`config.mk`:
```
export PLATFORM = sky130hd
export DESIGN_NAME = disp_arbiter_flat
export DESIGN_NICKNAME = d
export VERILOG_FILES = /design/src/rtl/disp_arbiter_if.sv /design/src/rtl/disp_arbiter.sv /design/src/flat_wrapper.sv
export SDC_FILE = /design/constraint.sdc
export NUM_CORES = 1
export LEC_CHECK = 0
export ABC_AREA = 1
export BUFFER_PORTS_ARGS = -buffer_cell sky130_fd_sc_hd__buf_2
export CAP_MARGIN = 20
export CORE_MARGIN = 5
export CORE_UTILIZATION = 49
export CTS_CLUSTER_DIAMETER = 60
export DETAILED_ROUTE_END_ITERATION = 10
export GPL_TIMING_DRIVEN = 0
export PLACE_DENSITY = 0.84
export SKIP_LAST_GASP = 1
export SYNTH_ARGS = -nofsm -noshare
export SYNTH_HDL_FRONTEND = slang
export SYNTH_SLANG_ARGS = --single-unit
```
`constraint.sdc`:
```
create_clock -name clock -period 4.5 [get_ports clock]
set_input_delay 0.225 -clock clock [delete_from_list [all_inputs] [get_ports clock]]
set_output_delay 0.225 -clock clock [all_outputs]
set_load 0.03 [all_outputs]
```
`src/rtl/disp_arbiter_if.sv`:
```
// disp_arbiter_if: requester request bundle plus the display write bus driven by disp_arbiter.
interface disp_arbiter_if #(parameter int N_REQ = 4);
    logic [N_REQ-1:0]    req;
    logic [3*N_REQ-1:0]  req_sel;
    logic [16*N_REQ-1:0] req_val1;
    logic [16*N_REQ-1:0] req_val2;
    logic [N_REQ-1:0]    req_we1;
    logic [N_REQ-1:0]    req_we2;
    logic [N_REQ-1:0]    ack;
    logic [2:0]          outsel;
    logic [15:0]         outval1;
    logic [15:0]         outval2;
    logic                out_we1;
    logic                out_we2;
    logic                busy;
    modport master (
        output req, req_sel, req_val1, req_val2, req_we1, req_we2,
        input  ack, outsel, outval1, outval2, out_we1, out_we2, busy
    );
    modport slave (
        input  req, req_sel, req_val1, req_val2, req_we1, req_we2,
        output ack, outsel, outval1, outval2, out_we1, out_we2, busy
    );
endinterface

```
`src/rtl/disp_arbiter.sv`:
```
// disp_arbiter: round-robin arbiter serialising requester writes onto the display write port.
module disp_arbiter #(
    parameter int N_REQ = 4,
    parameter int HOLD  = 2
) (
    input logic           clock,
    input logic           reset,
    disp_arbiter_if.slave bus
);
    localparam int PW = $clog2(N_REQ);
    localparam int CW = $clog2(HOLD) + 1;
    typedef enum logic {S_IDLE, S_HOLD} state_t;
    state_t        state;
    logic [CW-1:0] cnt;
    logic [PW-1:0] ptr, win, nxt;
    function automatic logic [PW-1:0] wrap(input int v);
        return PW'(v >= N_REQ ? v - N_REQ : v);
    endfunction
    // Scan downward so the candidate nearest the pointer is the last to overwrite win.
    always_comb begin
        win = ptr;
        for (int k = N_REQ - 1; k >= 0; k--)
            if (bus.req[wrap(int'(ptr) + k)]) win = wrap(int'(ptr) + k);
    end
    assign nxt = wrap(int'(win) + 1);
    always_ff @(posedge clock) begin
        if (reset) begin
            state       <= S_IDLE;
            cnt         <= '0;
            ptr         <= '0;
            bus.ack     <= '0;
            bus.outsel  <= '0;
            bus.outval1 <= '0;
            bus.outval2 <= '0;
            bus.out_we1 <= 1'b0;
            bus.out_we2 <= 1'b0;
            bus.busy    <= 1'b0;
        end else begin
            bus.ack     <= '0;
            bus.out_we1 <= 1'b0;
            bus.out_we2 <= 1'b0;
            if (state == S_IDLE) begin
                if (|bus.req) begin
                    state       <= S_HOLD;
                    cnt         <= CW'(HOLD - 1);
                    ptr         <= nxt;
                    bus.ack     <= N_REQ'(1) << win;
                    bus.outsel  <= bus.req_sel[3*win +: 3];
                    bus.outval1 <= bus.req_val1[16*win +: 16];
                    bus.outval2 <= bus.req_val2[16*win +: 16];
                    bus.out_we1 <= bus.req_we1[win];
                    bus.out_we2 <= bus.req_we2[win];
                    bus.busy    <= 1'b1;
                end
            end else if (cnt == '0) begin
                state    <= S_IDLE;
                bus.busy <= 1'b0;
            end else begin
                cnt <= cnt - 1'b1;
            end
        end
    end
endmodule

```
`src/flat_wrapper.sv`:
```
// flat-port wrapper written by rule: the top's interface ports become plain ports
module disp_arbiter_flat 
#(
    parameter int N_REQ = 4,
    parameter int HOLD  = 2
)
  (clock, reset, bus_req, bus_req_sel, bus_req_val1, bus_req_val2, bus_req_we1, bus_req_we2, bus_ack, bus_outsel, bus_outval1, bus_outval2, bus_out_we1, bus_out_we2, bus_busy);
  disp_arbiter_if #(.N_REQ(N_REQ)) bus_i ();
  input logic clock;
  input logic reset;
  input wire logic [$bits(bus_i.req)-1:0] bus_req;
  input wire logic [$bits(bus_i.req_sel)-1:0] bus_req_sel;
  input wire logic [$bits(bus_i.req_val1)-1:0] bus_req_val1;
  input wire logic [$bits(bus_i.req_val2)-1:0] bus_req_val2;
  input wire logic [$bits(bus_i.req_we1)-1:0] bus_req_we1;
  input wire logic [$bits(bus_i.req_we2)-1:0] bus_req_we2;
  output wire logic [$bits(bus_i.ack)-1:0] bus_ack;
  output wire logic [$bits(bus_i.outsel)-1:0] bus_outsel;
  output wire logic [$bits(bus_i.outval1)-1:0] bus_outval1;
  output wire logic [$bits(bus_i.outval2)-1:0] bus_outval2;
  output wire logic [$bits(bus_i.out_we1)-1:0] bus_out_we1;
  output wire logic [$bits(bus_i.out_we2)-1:0] bus_out_we2;
  output wire logic [$bits(bus_i.busy)-1:0] bus_busy;
  assign bus_i.req = bus_req;
  assign bus_i.req_sel = bus_req_sel;
  assign bus_i.req_val1 = bus_req_val1;
  assign bus_i.req_val2 = bus_req_val2;
  assign bus_i.req_we1 = bus_req_we1;
  assign bus_i.req_we2 = bus_req_we2;
  assign bus_ack = bus_i.ack;
  assign bus_outsel = bus_i.outsel;
  assign bus_outval1 = bus_i.outval1;
  assign bus_outval2 = bus_i.outval2;
  assign bus_out_we1 = bus_i.out_we1;
  assign bus_out_we2 = bus_i.out_we2;
  assign bus_busy = bus_i.busy;
  disp_arbiter #(.N_REQ(N_REQ), .HOLD(HOLD)) u_core (.clock(clock), .reset(reset), .bus(bus_i));
endmodule
```
# --- Word level (Yosys, flattened, before mapping) ---
# Cells that the tools add are included.
totals:
  output_inout_bits: 42
  inputBits: 154
  elab_cells: 76
  regBits: 47
classes:
  bitwise_logic: 2
  reduce_logical: 7
  shifts: 4
  order_cmp: 10
  add_sub_neg: 10
  multipliers: 1
  n_eq_ne: 2
  muxes: 30
op_table:
  columns: ["op", "n"]
  rows:
  - ["variable part select 64 x 7 -> 16 bit", 2]
  - ["2-to-1 mux 2 bit", 12]
  - ["< comparator 2 x 3 -> 1 bit, second input constant", 5]
  - ["binary-select mux 1 bit (select 2 bit)", 6]
  - [">= comparator 3 bit, second input constant", 4]
  - ["2-to-1 mux 1 bit", 12]
  - ["variable part select 12 x 5 -> 3 bit", 1]
  - ["subtractor 2 x 1 -> 2 bit, second input constant", 6]
  - ["adder 2 x 1 -> 3 bit, second input constant", 2]
  - ["adder 2 x 2 -> 3 bit, second input constant", 2]
  - ["AND reduction 2 bit", 3]
  - ["multiplier 2 x 2 -> 4 bit, first input constant", 1]
  - ["inequality test 2 bit, second input constant", 2]
  - ["OR reduction 4 bit", 1]
  - ["left shift 1 x 2 -> 4 bit, first input constant", 1]
  - [">= comparator 2 x 3 -> 1 bit, second input constant", 1]
  - ["OR reduction 3 bit", 1]
  - ["zero test 2 bit", 1]
  - ["inverter 1 bit", 2]
  - ["nonzero test 2 bit", 1]

# --- Longest topological paths before layout ---
# Gate-level depths: netlist (run 1).
logic_depth:
  ltp_word: 12
  ltp_mapped: 17
  depth_no_buf: 15

# --- Least setup slack after synthesis (run 1) ---
# No wires, ideal clock.
synth_path:
  path_kind: "reg2reg"
  from: "register u_core.ptr[0]"
  to: "register u_core.bus.outval2[13]"
  n_path_buf: 2
  required_time_ps: 4387
  path_stages_with_launch: 17
  period_less_slack_ps: 1652
  setup_ps: 113
  arrival_time_ps: 1539
  path_slack_ps: 2848
  path_cell_list: "dfxtp_1 -> buf_4 -> inv_4 -> nand2_1 -> nand2_1 -> nand2_1 -> nand2_1 -> inv_2 -> nand2_1 -> nand3_2 -> nand2_4 -> buf_2 -> nand2_1 -> nand3_1 -> nand2_1 -> nand2_1 -> nand2_1"
synth_via:
  elab_chain_cells: 10
  word_cells_on_any_way: 28
  classes_between: "7 x add/sub; 4 x order compare; 1 x shift; 16 x mux"
synth_rtl:
  columns: ["item", "line_no", "text"]
  rows:
  - ["from (decl)", "disp_arbiter.sv:15", "logic [PW-1:0] ptr, win, nxt;"]
  - ["from (signal assigned)", "disp_arbiter.sv:46", "ptr <= nxt;"]
  - ["adder 2 x 2 -> 3 bit", "disp_arbiter.sv:23", "if (bus.req[wrap(int'(ptr) + k)]) win = wrap(int'(ptr) + k);"]
  - [">= comparator 3 bit / subtractor 2 x 1 -> 2 bit (equally long branches)", "disp_arbiter.sv:17", "return PW'(v >= N_REQ ? v - N_REQ : v);"]
  - ["2-to-1 mux 2 bit", "disp_arbiter.sv:17", null]
  - ["binary-select mux 1 bit (select 2 bit)", "disp_arbiter.sv:23", null]
  - ["2-to-1 mux 1 bit (not written as such)", "disp_arbiter.sv:23", null]
  - ["2-to-1 mux 2 bit (3 in series)", "disp_arbiter.sv:23", null]
  - ["2-to-1 mux 2 bit *", "disp_arbiter.sv:23", null]
  - ["variable part select 64 x 7 -> 16 bit *", "disp_arbiter.sv:50", "bus.outval2 <= bus.req_val2[16*win +: 16];"]
  - ["to (signal assigned)", "disp_arbiter.sv:50", null]
  - ["to (decl)", "disp_arbiter_if.sv:22", "output ack, outsel, outval1, outval2, out_we1, out_we2, busy"]
# Mark *: on every way between the ends. The rest lies on a longest branch, timed or not. The select of a mux whose other input is x is not followed.
# A chain may end at the register's enable or synchronous reset.

# --- Worst setup path after layout (run 1) ---
layout_path:
  from: "register u_core.state"
  to: "register u_core.bus.outval2[8]"
layout_via:
  elab_chain_cells: 2
layout_rtl:
  columns: ["item", "line_no", "text"]
  rows:
  - ["from (decl)", "disp_arbiter.sv:13", "state_t state;"]
  - ["from (signal assigned)", "disp_arbiter.sv:28", "state <= S_IDLE;"]
  - ["from (signal assigned)", "disp_arbiter.sv:44", "state <= S_HOLD;"]
  - ["from (signal assigned)", "disp_arbiter.sv:56", "state <= S_IDLE;"]
  - ["inverter 1 bit (no source line)", null, null]
  - ["AND reduction 2 bit (no source line)", null, null]
# No other way between the ends.

==> run_results.csv, run 1 <==
group,metric,value,unit
critical_path,worst-path-buf-inv,3,
routing,firstDrtPassIters,5,
critical_path,cpLargestDelayFamily,"buffers and inverters",
critical_path,cp_slowest_stage_delay,0.42,ns
clocking,cts_resized,0,
global_route,grt_max_degree,15,
logic_synthesis,avgSynthCellArea,5.63,um^2
placed_design,numPortBuffers,194,
layout,final_common_cell,"nand2_1",
clocking,cts_buffers,5,
floorplan,rows,31,
sta,fin_ws,2.45,ns
clocking,cts_sinks,47,
sta,finalCritPeriodShare,45.5,%
job,cap_violations,0,
critical_path,cp-start-kind,"flip-flop",
critical_path,ff2ff_setup_slack,2.45,ns
clocking,insertion_delay,0.30,ns
logic_synthesis,ys_ff_latch,47,
layout,n_antenna_cell,0,
min_path,min_path_cells,5,
logic_synthesis,ys_types,25,
layout,multi_input_area,0.00200,mm^2
sta,relSlewSlack,58.4,%
floorplan,coreArea,0.00721,mm^2
global_route,grt_pass1_vias,4249,
critical_path,cp.arrival,2.29,ns
critical_path,required,4.75,ns
global_route,grt_pass1_wl,19300,um
clocking,clk_pin_slew,0.09,ns
layout,nNetsFinal,996,
power_and_ir_drop,total_power,0.00382,W
global_route,antenna_found_initial,0,
clocking,cts_tree,"done",
floorplan,io_pins,196,
routing,viasPerCell,4.97,
sta,rsz0062_at_grt,"false",
sta,slew_violations,0,
sta,timing.fmax,489,MHz
min_path,hold_path_class,"primary input to flip-flop",
critical_path,critPathSlowestCell,"clkbuf_1",
placed_design,hpwl,9940,um
routing,routedWlPerCell,13.3,um
layout,drive_gt1_share,29.0,%
clocking,cts-hold-fix-buffers,0,
critical_path,reg2regPathDepth,7,
sta,setup_tns,0,ns
layout,area_growth_syn_to_layout,33.6,%
logic_synthesis,syn_nets,795,
routing,via_count,4679,
routing,routed_wl,12500,um
global_route,gr-total-overflow,0,
floorplan,start_util,49.9,%
sta,skew,0.00694,ns
logic_synthesis,yosysSeqAreaShare,26.1,%
sta,tightest_slew,0.621,ns
routing,antenna_left,0,
placed_design,pre_cts_slack,2.37,ns
critical_path,worstSetupPathType,"flip-flop to flip-flop",
power_and_ir_drop,cellPowerDensity,793,mW/mm^2
logic_synthesis,synth_warnings,0,
placed_design,gp_congestion,0.951,
layout,seq_area,941,um^2
clocking,cts_root_buf,"clkbuf_8",
layout,fin_util,66.8,%
sta,finalSetupViolations,0,
power_and_ir_drop,irDropWorstVdd,0.000354,V
routing,dr.first_iter.drc_count,231,
critical_path,endpoint_kind,"flip-flop",
sta,hold_viol,0,
floorplan,die_w,95.8,um
layout,layout_common_cells,"nand2_1, buf_2, inv_1, nand3_1, nand3b_1",
power_and_ir_drop,leakagePower,3.06,nW
clocking,h-tree-depth,2,
global_route,grt_util_all_layers,26.2,%
sta,period_minus_slack,2.05,ns
floorplan,dieArea,0.00917,mm^2
critical_path,path_max_fanout,10,
critical_path,path_depth,7,
outcome,outcome,"finished, final reports clean",
logic_synthesis,syn_area,0.00360,mm^2
routing,drc,0,
critical_path,path_cells,"nor2_1 -> inv_1 -> nor2_1 -> clkbuf_1 -> clkbuf_1 -> nand2_1 -> nand2_1",
clocking,cts_buffer_depth,2,
clocking,post_cts_buffers,0,
logic_synthesis,netlist_instances,640,
layout,fill_cells,733,
floorplan,die_y,95.8,um
final cells by class:
class	count	share of cell area (%)
Clock buffer	6	1.71
Buffer	40	4.52
Multi-Input combinational cell	434	41.4
Clock inverter	2	0.727
Inverter	119	9.33
Timing Repair Buffer	194	20.2
Tap cell	99	2.57
Sequential cell	47	19.5
flip-flops by register name, summed over array words and instances, names as in the netlist, 2 cells and up:
| register | count |
|---|---|
| u_core.ptr | 2 |
| u_core.bus.ack | 4 |
| u_core.bus.outval1 | 16 |
| u_core.bus.outval2 | 16 |
| u_core.bus.outsel | 3 |
| u_core.cnt | 2 |
Yosys cell counts:
| library cell | number | area share (%) |
|---|---|---|
| nand3b_1 | 50 | 10 |
| o22ai_1 | 1 | 0.17 |
| o21ai_0 | 1 | 0.14 |
| inv_1 | 111 | 12 |
| buf_4 | 9 | 1.9 |
| clkbuf_1 | 8 | 0.83 |
| nand2_1 | 230 | 24 |
| a211oi_1 | 1 | 0.21 |
| o21ai_1 | 3 | 0.42 |
| ha_1 | 1 | 0.35 |
| buf_1 | 1 | 0.10 |
| nand3_1 | 108 | 15 |
| nand3_2 | 1 | 0.28 |
| nor2_1 | 32 | 3.3 |
| a31oi_1 | 1 | 0.17 |
| inv_4 | 1 | 0.17 |
| buf_2 | 21 | 2.9 |
| nand2_4 | 1 | 0.31 |
| nor3_1 | 1 | 0.14 |
| nor4_1 | 1 | 0.17 |
| inv_2 | 7 | 0.73 |
| dfxtp_1 | 47 | 26 |
| buf_6 | 1 | 0.31 |
| a21oi_1 | 1 | 0.14 |
| nand2_2 | 1 | 0.17 |
worst min-delay path, delay by kind of cell:
kind	cells	cell delay [ns]
AND/OR/NAND/NOR	4	0.18
buffers and inverters	1	0.08
report_power, final:
| part | switching [W] | leakage [nW] | internal, W |
|---|---|---|---|
| clock network | 0.000145 | 0.0612 | 0.000180 |
| registers | 0.0000936 | 0.389 | 0.000593 |
| logic | 0.00187 | 2.61 | 0.000939 |
metal layers:
| layer | global-route usage, % | up-vias | part of all wire (%) | routed length [um] |
|---|---|---|---|---|
| met3 | 3.67 | 33 | 9.2 | 1150 |
| met1 | 33.4 | 2029 | 41 | 5070 |
| li1 | - | 2343 | - | - |
| met4 | 9.60 | 0 | 2.6 | 327 |
| met2 | 44.8 | 274 | 48 | 5940 |
| met5 | 0 | - | 0 | 0 |
per-stage QoR:
stage / std cells / hold WS, ns / area (um^2)
floorplan: 640 / 0.417 / 3600
global placement: 933 / 0.434 / 4700
detailed placement: 933 / 0.436 / 4700
CTS: 941 / 0.213 / 4820
global route: 941 / 0.238 / 4820
finish: 941 / 0.213 / 4820
final timing paths:
path / startpoint / endpoint
worst min register to register: u_core.bus.outval1[14] / u_core.bus.outval1[14]
worst min-delay path: bus_req_we1[0] / u_core.bus.out_we1
worst max-delay path: u_core.state / u_core.bus.outval2[8]
worst max register to register: u_core.state / u_core.bus.outval2[8]
cells by family (layout without fill, tap and decap cells):
kind of cell / Yosys count / after routing / share of synthesized area, %
DFF: 47 / 47 / 26.1
adders and majority gates: 1 / 1 / 0.347
and+or+nand+nor: 425 / 425 / 53.8
AOI/OAI and AO/OA: 8 / 8 / 1.25
buffers and inverters: 159 / 361 / 18.5
Power figures use the tool's default switching activity.
==> run 2, diff against run 1 <==
--- a/config.mk
+++ b/config.mk
@@ -9,11 +9,11 @@
 export BUFFER_PORTS_ARGS = -buffer_cell sky130_fd_sc_hd__buf_2
 export CAP_MARGIN = 20
 export CORE_MARGIN = 5
-export CORE_UTILIZATION = 49
+export CORE_UTILIZATION = 41
 export CTS_CLUSTER_DIAMETER = 60
 export DETAILED_ROUTE_END_ITERATION = 10
 export GPL_TIMING_DRIVEN = 0
-export PLACE_DENSITY = 0.84
+export PLACE_DENSITY = 0.74
 export SKIP_LAST_GASP = 1
 export SYNTH_ARGS = -nofsm -noshare
 export SYNTH_HDL_FRONTEND = slang
==> constraint.sdc (replaced) <==
create_clock -name clock -period 1.8 [get_ports clock]
set_input_delay 0.09 -clock clock [delete_from_list [all_inputs] [get_ports clock]]
set_output_delay 0.09 -clock clock [all_outputs]
set_load 0.03 [all_outputs]
==> run 2 against run 1 <==
The run now ends with negative setup slack left. Clock skew shrank 0.0018 ns. Core utilization shrank 5.9 points. Total power grew to 2.9 times the previous value. Register-to-register slack lost 2.5 ns. Fmax grew 7.9%. Count of clock-buffer cells in the layout is the same. Critical path type unchanged. Critical endpoint is now u_core.bus.outval1[5]. Largest power group unchanged.
==> run_results.csv, run 2 (same netlist as run 1, synthesis figures left out) <==
group,metric,value,unit
layout,final_common_cell,"nand2_1",
clocking,cts_buffer_depth,2,
sta,timing.fmax,528,MHz
power_and_ir_drop,comb_power_share,78.7,%
routing,routed_wl,12800,um
critical_path,endpoint_kind,"flip-flop",
sta,slew_violations,0,
critical_path,ff2ff_setup_slack,-0.1,ns
layout,n_antenna_cell,0,
critical_path,critPathSlowestCell,"dfxtp_2",
sta,fin_ws,-0.0952,ns
layout,area_growth_syn_to_layout,45.8,%
placed_design,hpwl,9610,um
power_and_ir_drop,pwr-share-clk,5.8,%
outcome,violations,"negative setup slack",
critical_path,path_depth,15,
placed_design,numPortBuffers,194,
critical_path,worst-path-buf-inv,4,
sta,relSlewSlack,58.1,%
floorplan,dieArea,0.0108,mm^2
placed_design,gp_congestion,0.852,
power_and_ir_drop,cellPowerDensity,2110,mW/mm^2
critical_path,path_cells,"buf_6 -> nand2_1 -> o21ai_4 -> nand2_2 -> nand2_1 -> inv_2 -> nand2_4 -> nand3_4 -> nand2_8 -> buf_6 -> nand2_1 -> nand3_1 -> nand3_1 -> nand2_1 -> inv_1",
sta,hold_viol,0,
clocking,insertion_delay,0.29,ns
routing,routedWlPerCell,13.3,um
layout,layoutNonFillerInstCount,961,
clocking,cts_tree,"done",
layout,layout_common_cells,"nand2_1, buf_2, inv_1, nand3_1, nand3b_1",
layout,largest_registers,"u_core.bus.outval1 x16, u_core.bus.outval2 x16, u_core.bus.ack x4",
min_path,min_path_cells,5,
floorplan,start_util,41.7,%
clocking,cts_buffers,5,
sta,finalCritPeriodShare,105,%
outcome,outcome,"complete, but fails checks",
power_and_ir_drop,power.share.sequential,15.5,%
power_and_ir_drop,power.internal,0.00522,W
global_route,grt_util_all_layers,22.2,%
clocking,h-tree-depth,2,
sta,tightest_slew,0.626,ns
global_route,grt_max_degree,14,
job,cap_violations,0,
global_route,gr-total-overflow,0,
clocking,cts-hold-fix-buffers,0,
floorplan,die_w,104,um
global_route,grt_pass1_wl,20400,um
critical_path,cp_slowest_stage_delay,0.35,ns
power_and_ir_drop,total_power,0.0111,W
clocking,clk_pin_slew,0.08,ns
placed_design,place_inst,942,
critical_path,crit_end,"u_core.bus.outval1[5]",
power_and_ir_drop,switching_share,52.9,%
critical_path,path_max_fanout,10,
layout,nNetsFinal,1008,
critical_path,r2r-end,"u_core.bus.outval1[5]",
routing,firstDrtPassIters,4,
sta,rsz0062_at_grt,"true",
critical_path,cp-start-kind,"flip-flop",
floorplan,die_y,104,um
floorplan,coreArea,0.00864,mm^2
floorplan,io_pins,196,
critical_path,required,2.00,ns
routing,antenna_left,0,
routing,viasPerCell,4.76,
sta,period_minus_slack,1.90,ns
critical_path,path_common_cell,"nand2_1",
critical_path,worstSetupPathType,"flip-flop to flip-flop",
power_and_ir_drop,irDropWorstVdd,0.00111,V
sta,skew,0.00511,ns
sta,setup_tns,-2.50,ns
routing,drc,0,
critical_path,startpoint,"u_core.ptr[0]",
critical_path,r2r-start,"u_core.ptr[0]",
critical_path,cpLargestDelayFamily,"simple AND/OR/NAND/NOR gates",
routing,dr.first_iter.drc_count,215,
power_and_ir_drop,p_switching,0.00585,W
layout,drive_gt1_share,33.3,%
sta,finalSetupViolations,38,
critical_path,reg2regPathDepth,15,
global_route,antenna_found_initial,0,
min_path,hold_path_class,"primary input to flip-flop",
power_and_ir_drop,leakagePower,3.23,nW
floorplan,rows,34,
global_route,grt_pass1_vias,4259,
critical_path,cp.arrival,2.10,ns
clocking,cts_root_buf,"clkbuf_8",
routing,via_count,4577,
clocking,cts_sinks,47,
==> run 2: stage by stage <==
stage | util, % | area (um^2) | setup WS (ns) | hold slack (ns)
3_5_place_dp | 54.5 | 4710 | -0.290 | 0.390
2_1_floorplan | - | 3600 | 0.148 | 0.282
6_report | 60.8 | 5250 | -0.0952 | 0.0868
5_1_grt | 60.8 | 5250 | -0.251 | 0.0928
3_3_place_gp | 54.5 | 4710 | -0.261 | 0.399
4_1_cts | 58.2 | 5020 | -0.0678 | 0.0783
==> run 2: worst min-delay path by stage <==
stage,start,end,slack [ns]
floorplan,bus_req_we1[0],u_core.bus.out_we1,0.28
global placement,bus_req_we2[2],u_core.bus.out_we2,0.40
detailed placement,bus_req_we1[0],u_core.bus.out_we1,0.39
CTS,bus_req_we1[0],u_core.bus.out_we1,0.08
global route,bus_req_we1[0],u_core.bus.out_we1,0.09
finish,bus_req_we1[0],u_core.bus.out_we1,0.09
==> run 2: cell type report <==
class / count / area, um^2
tap: 108 / 135
inverter: 119 / 457
sequential: 47 / 943
clock inverter: 1 / 5.00
clock buffer: 6 / 82.6
buffer: 40 / 332
fill: 902 / 3380
multi-input combinational: 437 / 2190
timing repair buffer: 203 / 1110
==> run 2: worst register-to-register path, stage by stage, from the launching register on <==
cell     delay (ns)
dfxtp_2        0.35
buf_6          0.13
nand2_1        0.10
o21ai_4        0.08
nand2_2        0.07
nand2_1        0.08
inv_2          0.05
nand2_4        0.11
nand3_4        0.19
nand2_8        0.17
buf_6          0.16
nand2_1        0.06
nand3_1        0.07
nand3_1        0.08
nand2_1        0.08
inv_1          0.03
==> run 2: power groups by stage <==
stage                     logic (W)  clock network (W)  registers [W]
after floorplan             0.00434                  0        0.00251
after detailed placement    0.00701                  0        0.00171
final                       0.00871           0.000647        0.00172
after CTS                   0.00791           0.000666        0.00171
after global routing        0.00960           0.000716        0.00176
after global placement      0.00697                  0        0.00171
==> run 2: metal layers <==
layer	routed length, um	GRT usage (%)	vias up
li1	-	-	2385
met3	954	4.85	14
met4	157	5.64	0
met1	5630	29.0	2002
met2	6060	37.2	176
met5	0	0	-
==> run 2: repair_timing <==
item                                    in CTS  in global routing
gates resized for setup                     43                 39
pin swaps                                    4                  5
gates cloned                                 5                  3
endpoints found under the setup margin      42                 42
setup buffers                                2                  2
